==> src/rtl/fpmul_pkg.sv <==
// fpmul_pkg: shared definitions for the FPmul result sink.
//   FP_W / EXP_MSB / EXP_LSB / MAN_W  IEEE-754 single-precision field layout
//   fp_class_e                        2-bit result class carried beside each FIFO entry
//   fp_classify()                     class of a result, given its magnitude bits
//   fp_is_denorm()                    denormal flag, given its magnitude bits
// Denormals are reported as FP_NORMAL. They are counted separately.
package fpmul_pkg;

  localparam int unsigned FP_W    = 32;
  localparam int unsigned EXP_MSB = 30;
  localparam int unsigned EXP_LSB = 23;
  localparam int unsigned MAN_W   = 23;

  typedef enum logic [1:0] {
    FP_NORMAL = 2'd0,
    FP_ZERO   = 2'd1,
    FP_INF    = 2'd2,
    FP_NAN    = 2'd3
  } fp_class_e;

  // The sign bit never affects the class, so only the magnitude is passed in.
  function automatic fp_class_e fp_classify(input logic [FP_W-2:0] mag);
    logic [EXP_MSB-EXP_LSB:0] exp_f;
    logic [MAN_W-1:0]         man_f;
    exp_f = mag[EXP_MSB:EXP_LSB];
    man_f = mag[MAN_W-1:0];
    if (exp_f == '1)
      fp_classify = (man_f != '0) ? FP_NAN : FP_INF;
    else if ((exp_f == '0) && (man_f == '0))
      fp_classify = FP_ZERO;
    else
      fp_classify = FP_NORMAL;
  endfunction

  function automatic logic fp_is_denorm(input logic [FP_W-2:0] mag);
    fp_is_denorm = (mag[EXP_MSB:EXP_LSB] == '0) && (mag[MAN_W-1:0] != '0);
  endfunction

endpackage

==> src/rtl/fpmul_sync_fifo.sv <==
// fpmul_sync_fifo: single-clock first-word-fall-through FIFO.
//   clk      in   clock, rising edge
//   rst      in   synchronous active-high reset (pointers and level only)
//   i_push   in   write i_din. It is ignored when the FIFO is full and no pop occurs on the same edge.
//   i_din    in   WIDTH-bit write data
//   i_pop    in   remove head. It is ignored when the FIFO is empty.
//   o_dout   out  head entry. It reads 0 while the FIFO is empty.
//   o_full   out  level == DEPTH
//   o_empty  out  level == 0
//   o_level  out  occupancy, $clog2(DEPTH)+1 bits
module fpmul_sync_fifo #(
  parameter int unsigned WIDTH = 34,
  parameter int unsigned DEPTH = 8
) (
  input  logic                       clk,
  input  logic                       rst,
  input  logic                       i_push,
  input  logic [WIDTH-1:0]           i_din,
  input  logic                       i_pop,
  output logic [WIDTH-1:0]           o_dout,
  output logic                       o_full,
  output logic                       o_empty,
  output logic [$clog2(DEPTH):0]     o_level
);

  localparam int unsigned PTR_W = $clog2(DEPTH);
  localparam int unsigned LVL_W = PTR_W + 1;
  localparam logic [LVL_W-1:0] FULL_LVL = LVL_W'(DEPTH);

  logic [WIDTH-1:0] r_mem [DEPTH];
  logic [PTR_W-1:0] r_wr_ptr;
  logic [PTR_W-1:0] r_rd_ptr;
  logic [LVL_W-1:0] r_level;

  logic w_do_push;
  logic w_do_pop;

  assign o_full    = (r_level == FULL_LVL);
  assign o_empty   = (r_level == '0);
  assign o_level   = r_level;
  assign w_do_pop  = i_pop && !o_empty;
  // When the FIFO is full, a same-edge pop frees the head slot. The write lands in that slot,
  // which is the one at r_wr_ptr because r_wr_ptr equals r_rd_ptr when the FIFO is full.
  assign w_do_push = i_push && (!o_full || w_do_pop);

  always_ff @(posedge clk) begin
    if (rst) begin
      r_wr_ptr <= '0;
      r_rd_ptr <= '0;
      r_level  <= '0;
    end else begin
      if (w_do_push) r_wr_ptr <= r_wr_ptr + 1'b1;
      if (w_do_pop)  r_rd_ptr <= r_rd_ptr + 1'b1;
      unique case ({w_do_push, w_do_pop})
        2'b10:   r_level <= r_level + 1'b1;
        2'b01:   r_level <= r_level - 1'b1;
        default: r_level <= r_level;
      endcase
    end
  end

  always_ff @(posedge clk) begin
    if (w_do_push) r_mem[r_wr_ptr] <= i_din;
  end

  assign o_dout = o_empty ? '0 : r_mem[r_rd_ptr];

endmodule

==> src/rtl/fpmul_result_sink.sv <==
// fpmul_result_sink: result side of the pipelined FP multiplier.
// The block delays IN_VALID by LATENCY cycles. On the matching edge it captures FP_Z,
// classifies it, counts it, and queues it in a FWFT FIFO. The FIFO drains over a valid/ready port.
//   CLK          in   clock, rising edge
//   RST          in   synchronous active-high reset
//   IN_VALID     in   operands entering the multiplier this cycle are real
//   FP_Z         in   multiplier result (IEEE-754 single)
//   OUT_VALID    out  FIFO head valid
//   OUT_READY    in   consumer accepts head
//   OUT_DATA     out  head result
//   OUT_CLASS    out  head class: 0 normal, 1 zero, 2 inf, 3 NaN
//   LEVEL        out  FIFO occupancy
//   RESULT_CNT   out  results captured (including dropped ones)
//   DROP_CNT     out  results lost to a full FIFO
//   NAN_CNT / INF_CNT / ZERO_CNT / DENORM_CNT  out  per-class capture counts
//   OVERFLOW     out  sticky: at least one drop since reset
// All counters saturate at all-ones.
module fpmul_result_sink
  import fpmul_pkg::*;
#(
  parameter int unsigned LATENCY = 4,
  parameter int unsigned DEPTH   = 8,
  parameter int unsigned CNT_W   = 16
) (
  input  logic                   CLK,
  input  logic                   RST,
  input  logic                   IN_VALID,
  input  logic [31:0]            FP_Z,
  output logic                   OUT_VALID,
  input  logic                   OUT_READY,
  output logic [31:0]            OUT_DATA,
  output logic [1:0]             OUT_CLASS,
  output logic [$clog2(DEPTH):0] LEVEL,
  output logic [CNT_W-1:0]       RESULT_CNT,
  output logic [CNT_W-1:0]       DROP_CNT,
  output logic [CNT_W-1:0]       NAN_CNT,
  output logic [CNT_W-1:0]       INF_CNT,
  output logic [CNT_W-1:0]       ZERO_CNT,
  output logic [CNT_W-1:0]       DENORM_CNT,
  output logic                   OVERFLOW
);

  localparam logic [CNT_W-1:0] CNT_ONE = CNT_W'(1);

  logic [LATENCY-1:0]  r_tag;
  logic [CNT_W-1:0]    r_result_cnt;
  logic [CNT_W-1:0]    r_drop_cnt;
  logic [CNT_W-1:0]    r_nan_cnt;
  logic [CNT_W-1:0]    r_inf_cnt;
  logic [CNT_W-1:0]    r_zero_cnt;
  logic [CNT_W-1:0]    r_denorm_cnt;
  logic                r_overflow;

  logic                w_strobe;
  fp_class_e           w_class;
  logic                w_denorm;
  logic                w_pop;
  logic                w_full;
  logic                w_empty;
  logic                w_drop;
  logic [FP_W+1:0]     w_fifo_din;
  logic [FP_W+1:0]     w_fifo_dout;

  function automatic logic [CNT_W-1:0] sat_inc(input logic [CNT_W-1:0] v);
    sat_inc = (v == '1) ? v : v + CNT_ONE;
  endfunction

  // Tag pipeline: bit i high means the operands sampled i+1 edges ago were valid.
  always_ff @(posedge CLK) begin
    if (RST) begin
      r_tag <= '0;
    end else begin
      r_tag[0] <= IN_VALID;
      for (int unsigned i = 1; i < LATENCY; i++) begin
        r_tag[i] <= r_tag[i-1];
      end
    end
  end

  assign w_strobe   = r_tag[LATENCY-1];
  assign w_class    = fp_classify(FP_Z[FP_W-2:0]);
  assign w_denorm   = fp_is_denorm(FP_Z[FP_W-2:0]);
  assign w_fifo_din = {w_class, FP_Z};

  assign OUT_VALID  = !w_empty;
  assign w_pop      = OUT_VALID && OUT_READY;
  assign w_drop     = w_strobe && w_full && !w_pop;

  fpmul_sync_fifo #(
    .WIDTH (FP_W + 2),
    .DEPTH (DEPTH)
  ) u_fifo (
    .clk     (CLK),
    .rst     (RST),
    .i_push  (w_strobe),
    .i_din   (w_fifo_din),
    .i_pop   (w_pop),
    .o_dout  (w_fifo_dout),
    .o_full  (w_full),
    .o_empty (w_empty),
    .o_level (LEVEL)
  );

  assign OUT_DATA  = w_fifo_dout[FP_W-1:0];
  assign OUT_CLASS = w_fifo_dout[FP_W+1:FP_W];

  // The block counts every capture, including a capture that is dropped afterwards.
  always_ff @(posedge CLK) begin
    if (RST) begin
      r_result_cnt <= '0;
      r_drop_cnt   <= '0;
      r_nan_cnt    <= '0;
      r_inf_cnt    <= '0;
      r_zero_cnt   <= '0;
      r_denorm_cnt <= '0;
      r_overflow   <= 1'b0;
    end else begin
      if (w_strobe) begin
        r_result_cnt <= sat_inc(r_result_cnt);
        unique case (w_class)
          FP_NAN:    r_nan_cnt  <= sat_inc(r_nan_cnt);
          FP_INF:    r_inf_cnt  <= sat_inc(r_inf_cnt);
          FP_ZERO:   r_zero_cnt <= sat_inc(r_zero_cnt);
          FP_NORMAL: if (w_denorm) r_denorm_cnt <= sat_inc(r_denorm_cnt);
        endcase
      end
      if (w_drop) begin
        r_drop_cnt <= sat_inc(r_drop_cnt);
        r_overflow <= 1'b1;
      end
    end
  end

  assign RESULT_CNT = r_result_cnt;
  assign DROP_CNT   = r_drop_cnt;
  assign NAN_CNT    = r_nan_cnt;
  assign INF_CNT    = r_inf_cnt;
  assign ZERO_CNT   = r_zero_cnt;
  assign DENORM_CNT = r_denorm_cnt;
  assign OVERFLOW   = r_overflow;

endmodule

==> config.mk <==
export PLATFORM = sky130hd
export DESIGN_NAME = fpmul_result_sink
export DESIGN_NICKNAME = d
export VERILOG_FILES = /design/src/rtl/fpmul_pkg.sv /design/src/rtl/fpmul_sync_fifo.sv /design/src/rtl/fpmul_result_sink.sv
export SDC_FILE = /design/constraint.sdc
export NUM_CORES = 1
export LEC_CHECK = 0
export BUFFER_PORTS_ARGS = -buffer_cell sky130_fd_sc_hd__buf_2
export CAP_MARGIN = 25
export CORE_MARGIN = 2
export CORE_UTILIZATION = 30
export DETAILED_ROUTE_END_ITERATION = 10
export PLACE_DENSITY = 0.48
export SLEW_MARGIN = 20
export SYNTH_ARGS = -nofsm -noshare
export SYNTH_HDL_FRONTEND = slang
export SYNTH_SLANG_ARGS = --single-unit
==> constraint.sdc <==
create_clock -name CLK -period 10.2 [get_ports CLK]
set_input_delay 2.04 -clock CLK [delete_from_list [all_inputs] [get_ports CLK]]
set_output_delay 2.04 -clock CLK [all_outputs]
set_load 0.02 [all_outputs]
# --- Word level (Yosys, flattened, before mapping) ---
# Memories as Yosys holds them, arrays and structs flattened. A register that Yosys moved wholly into a read port is not among the register bits.
# Cells that the tools add are included.
classes:
  addsub: 10
  eq_ne: 13
  n_mux: 9
  bitwise_logic: 6
  n_reduce_logical: 23
ops:
  columns: ["operator", "n"]
  rows:
  - ["16-bit by 1-bit adder with 16-bit output, second input constant", 6]
  - ["16-bit equality test, second input constant", 6]
  - ["34-bit two-way mux", 1]
  - ["23-bit logical NOT", 1]
  - ["23-bit nonzero test", 1]
  - ["3-bit AND reduction", 3]
  - ["8-bit equality test, second input constant", 1]
  - ["8-bit logical NOT", 1]
  - ["4-bit one-hot mux with 2 select lines", 1]
  - ["1-bit logical AND", 7]
  - ["3-bit by 1-bit adder with 3-bit output, second input constant", 2]
  - ["2-bit equality test, second input constant", 3]
  - ["3-bit two-way mux", 2]
  - ["1-bit inverter", 6]
  - ["4-bit by 1-bit adder with 4-bit output, second input constant", 1]
  - ["2-bit by 1-bit equality test with 1-bit output, second input constant", 2]
  - ["4-bit equality test, second input constant", 1]
  - ["4-bit logical NOT", 1]
  - ["1-bit two-way mux", 4]
  - ["2-bit AND reduction", 2]
  - ["4-bit AND reduction", 1]
  - ["4-bit by 1-bit subtractor with 4-bit output, second input constant", 1]
  - ["1-bit logical NOT", 3]
  - ["2-bit logical NOT", 1]
  - ["3 further kinds", 3]
totals:
  reg_bits: 111
  ram_bits: 272
  input_bits: 36
  wordCells: 73
  n_memories: 1
memory_table:
  columns: ["memory", "words", "width", "read_ports", "rd_clocked_by_memory_dff", "write_ports", "line", "text"]
  rows:
  - ["u_fifo.r_mem", 8, 34, 1, 1, 1, "fpmul_sync_fifo.sv:30", "logic [WIDTH-1:0] r_mem [DEPTH];"]

# --- Depth between registers and ports, before layout ---
depth:
  depth_word: 8
  ltp_mapped: 11
  mapped_depth_nobuf: 10

# --- Modules after synthesis ---
# From an unflattened synthesis, not the netlist that was laid out.
hier_totals:
  cells_unflattened: 1123
  area_unflattened_um2: 16123.0
modules_own_cells:
  columns: ["mod", "n_inst", "cells_each", "area_per_inst_um2", "seq_area_each_um2"]
  rows:
  - ["fpmul_sync_fifo", 1, 514, 11021.8, 8428.1]
  - ["fpmul_result_sink", 1, 609, 5101.1, 2021.9]

# --- Worst setup path after synthesis ---
# No wires, ideal clock.
synth_timing:
  kind: "input to register"
  startpoint: "in OUT_READY"
  endpoint: "mem u_fifo.r_mem[0][0] (enable)"
  arrival_time_ns: 5.787
  path_slack_ns: 3.902
  cell_stages: 3
  n_path_buf: 1
  path_cell_list: "clkbuf_1 -> o21ai_0 -> nor4_1"
synth_via:
  elab_chain_len: 6
synth_rtl:
  columns: ["element", "line", "text"]
  rows:
  - ["start: declaration", "fpmul_result_sink.sv:30", "input logic OUT_READY,"]
  - ["1-bit logical AND", "fpmul_result_sink.sv:86", "assign w_pop = OUT_VALID && OUT_READY;"]
  - ["1-bit logical AND", "fpmul_sync_fifo.sv:41", "assign w_do_pop = i_pop && !o_empty;"]
  - ["1-bit logical OR", "fpmul_sync_fifo.sv:44", "assign w_do_push = i_push && (!o_full || w_do_pop);"]
  - ["1-bit logical AND", "fpmul_sync_fifo.sv:44", null]
  - ["1-bit two-way mux", "fpmul_sync_fifo.sv:63", "if (w_do_push) r_mem[r_wr_ptr] <= i_din;"]
  - ["1-bit two-way mux (implied by the code)", "fpmul_sync_fifo.sv:63", null]
  - ["end: declaration", "fpmul_sync_fifo.sv:30", null]
# No other way between the ends.

==> run_results.csv <==
group,metric,value,unit
logic_synthesis,synth_edf_count,272,
routing,vias_per_cell,4.698,
final_layout,multi_input_area,4956,sq um
clocking,cts_setup_buffers,0,
routing,drc,0,
worst_hold_path,hold_start,"r_tag[2]",
sta,final.setup.tns,0,ns
sta,finalCriticalPeriod,5.235,ns
floorplanning,start_util,30.34,%
worst_setup_path,max_stage_delay,0.78,ns
worst_setup_path,cp_slowest_cell,"buf_4",
worst_setup_path,r2r_setup_slack,7.12,ns
logic_synthesis,seq_area_frac_synth,67.00,%
clocking,cts_buffers,44,
sta,maxSlewHeadroom,36.21,%
worst_setup_path,end_kind,"output port",
floorplanning,core,51410,sq um
routing,drtAntennaViolNets,0,
run,cap_violations,0,
clocking,postCtsHoldBufs,0,
power,p_leak,6.359,nW
placed_design,hpwlAfterDp,22040,microns
sta,final.setup_skew,0.01559,ns
clocking,htree_levels,2,
grt,antenna_found_initial,1,
logic_synthesis,synth.avg_cell_area,14.59,sq um
floorplanning,num_rows,83,
sta,final_max_slew_viol_count,0,
worst_setup_path,r2r-start,"r_tag[3]",
floorplanning,die_area,53830,sq um
final_layout,n_fill_cell,4945,
sta,worstMarginPinSlew,0.9517,ns
worst_hold_path,hp-class,"reg -> reg",
worst_setup_path,cp-start-kind,"register",
logic_synthesis,synth.distinct_cells,43,
floorplanning,die_w,232.0,microns
clocking,clockBufferDepth,3,
routing,wirelength,37580,microns
grt,grt_use_met2,22.29,%
final_layout,ff_latch_area,10460,sq um
sta,hold_viol,0,
final_layout,area_delta_synth_final,20.31,%
routing,drt-pass1-iter-count,5,
worst_setup_path,crit_required,8.16,ns
grt,grt_pass1_wl,57860,microns
sta,rsz0062_at_grt,"false",
sta,period_share,51.33,%
power,peakVddDrop,0.1490,mV
final_layout,finalNetCount,1305,
routing,wire_per_inst,19.02,microns
floorplanning,ios,172,
grt,gr-max-usage-layer,"met2",
logic_synthesis,async_flop_share,0,%
sta,clock.fmax,191.0,MHz
run_status,outcome,"finished, final reports clean",
placed_design,gp_congestion,0.7509,
clocking,clk_latency,0.57,ns
routing,drtIter0Drc,520,
worst_setup_path,reg2reg_to,"u_fifo.r_mem[6][8]",
sta,finalSetupViolations,0,
placed_design,port_buffers,171,
logic_synthesis,synthesis.area,15600,sq um
worst_hold_path,min_to,"r_tag[3]",
worst_setup_path,worstPathCellList,"buf_4, mux4_2, mux2i_1, nor2_1, buf_2",
grt,grt_util_met3,4.568,%
clocking,cts_root_buf,"clkbuf_16",
logic_synthesis,synthFlopType,"edfxtp_1",
power,power_density,206.5,nW/um^2
grt,grt_start_max_net_pins,75,
logic_synthesis,ys_ff_latch,386,
clocking,clk_pin_slew,0.06,ns
grt,grt-ovfl-total,0,
final_layout,utilization,36.50,%
clocking,cts_tree,"done",
worst_setup_path,crit_fanout,41,
worst_setup_path,r2r_cells,3,
grt,grtUsageMet1,18.62,%
worst_setup_path,critPathKind,"reg -> out",
logic_synthesis,synth_nets,1114,
floorplanning,die_h,232.0,microns
logic_synthesis,ys_warn_count,0,
final_layout,layout-drive-gt1-share,26.33,%
logic_synthesis,syn_inst,1069,
worst_setup_path,cp.arrival,3.20,ns
routing,vias,9283,
worst_hold_path,hold_depth,1,
grt,grt_pass1_vias,9567,
clocking,clkSinkCount,386,
clocking,ctsResizeCount,0,
grt,grtUsageTotal,14.08,%
## through the flow
stage | hold slack, ns | total power [W] | instance area (sq um) | worst slack, ns | std cells
6_report | 0.4350 | 0.003875 | 18760 | 4.965 | 1976
5_1_grt | 0.4612 | 0.004056 | 18760 | 4.626 | 1975
3_5_place_dp | 0.4218 | 0.002390 | 17330 | 5.371 | 1893
3_3_place_gp | 0.4180 | 0.002388 | 17300 | 5.054 | 1891
4_1_cts | 0.4352 | 0.003954 | 18750 | 4.778 | 1974
2_1_floorplan | 0.4138 | 0.002169 | 15600 | 3.902 | 1069
## worst max-delay path, delay by kind of cell, from the launching register on
family	cells	cell delay, ns
and+or+nand+nor	1	0.08
muxes	2	0.76
DFF	1	0.76
buffers and inverters	2	0.97
## worst max-delay path by stage
stage / to / slack (ns) / start / depth (start not counted)
2_1_floorplan: u_fifo.r_mem[0][0] / 3.90 / OUT_READY / 3
6_report: OUT_DATA[23] / 4.96 / register / 5
3_5_place_dp: ZERO_CNT[15] / 5.37 / FP_Z[27] / 7
5_1_grt: OUT_DATA[15] / 4.63 / register / 5
4_1_cts: OUT_DATA[23] / 4.78 / register / 5
3_3_place_gp: ZERO_CNT[15] / 5.05 / FP_Z[24] / 7
## layer usage
layer	routed length [microns]	vias up	part of all wire, %
li1	-	4417	-
met1	17090	4637	45
met2	17380	179	46
met3	2372	50	6.3
met4	741	0	2.0
met5	0	-	0
## cells in the mapped netlist (6+ instances only)
library cell  instances  share of area [%]
a21oi_1              19               0.61
xor2_1               55                3.1
nand3_1              49                1.6
xnor2_1              32                1.8
edfxtp_1            272                 52
nand2_1              48                1.2
o21ai_0              16               0.51
dfxtp_1             114                 15
and4_1                6               0.34
mux2i_1              37                2.4
inv_1                14               0.34
mux4_2               68                9.8
ha_1                  9               0.72
clkbuf_1             32               0.77
or3_1                12               0.48
nor2b_1               8               0.32
and3_1               12               0.48
nor4_1               13               0.52
nand4_1              38                1.5
nor3_1               23               0.74
buf_2                 9               0.29
nor2_1              146                3.5
## layout by cell type (no fill, tap or decap), drive strengths merged
cell type / synthesis / final
nor2: 146 / 146
nand4b: 1 / 1
buf: 14 / 191
o21ai: 16 / 16
o2111ai: 1 / 1
dfxtp: 114 / 114
inv: 14 / 15
clkbuf: 32 / 55
and2: 4 / 4
and4: 6 / 6
a32oi: 1 / 1
and3: 12 / 12
nand2: 48 / 48
a41oi: 1 / 1
nor4: 17 / 17
ha: 9 / 9
or4b: 2 / 2
or3: 12 / 12
clkinvlp: 0 / 1
o21a: 1 / 1
mux4: 68 / 68
bufinv: 0 / 3
nand2b: 3 / 3
nor3b: 4 / 4
xor2: 55 / 55
or2: 2 / 2
xnor2: 32 / 32
nand3: 49 / 49
edfxtp: 272 / 272
nor2b: 8 / 8
a22oi: 1 / 1
a21o: 1 / 1
a2111oi: 1 / 1
nor3: 25 / 25
mux2i: 37 / 37
nand4: 39 / 39
diode: 0 / 1
a31oi: 2 / 2
clkinv: 0 / 21
a21oi: 19 / 19
## report_power, final
group / switching, W / internal (W) / leakage [nW]
registers: 0.0000455 / 0.00169 / 3.37
clock network: 0.000638 / 0.000901 / 0.689
logic: 0.000357 / 0.000247 / 2.30
total: 0.00104 / 0.00283 / 6.36
## registers in the layout, summed over array words and instances, names as in the netlist, named ones only
name             flops
u_fifo.r_mem       272
RESULT_CNT          16
NAN_CNT             16
u_fifo.r_rd_ptr      3
u_fifo.o_level       4
DROP_CNT            16
DENORM_CNT          16
r_tag                4
ZERO_CNT            16
u_fifo.r_wr_ptr      3
OVERFLOW             1
INF_CNT             16
## cells by family (layout without fill, tap and decap cells)
| kind of cell | after synthesis | in the layout | synth area share [%] |
|---|---|---|---|
| and+or+nand+nor | 378 | 378 | 11.91 |
| other | 0 | 1 | 0 |
| adders and majority gates | 9 | 9 | 0.7220 |
| xor gates and xnor gates | 87 | 87 | 4.886 |
| AOI/OAI and AO/OA | 44 | 44 | 1.693 |
| buffers and inverters | 60 | 286 | 1.588 |
| muxes | 105 | 105 | 12.19 |
| DFF | 386 | 386 | 67.00 |
## final cells by class
class                      instances  area share [%]
clock buffer                      55           6.301
timing repair buffer             191           5.488
inverter                          14          0.2801
sequential                       386           55.72
tap                              680           4.534
antenna                            1         0.01334
multi-input combinational        623           26.41
clock inverter                    26           1.247
Note: power is estimated with default switching activity, not from simulation.
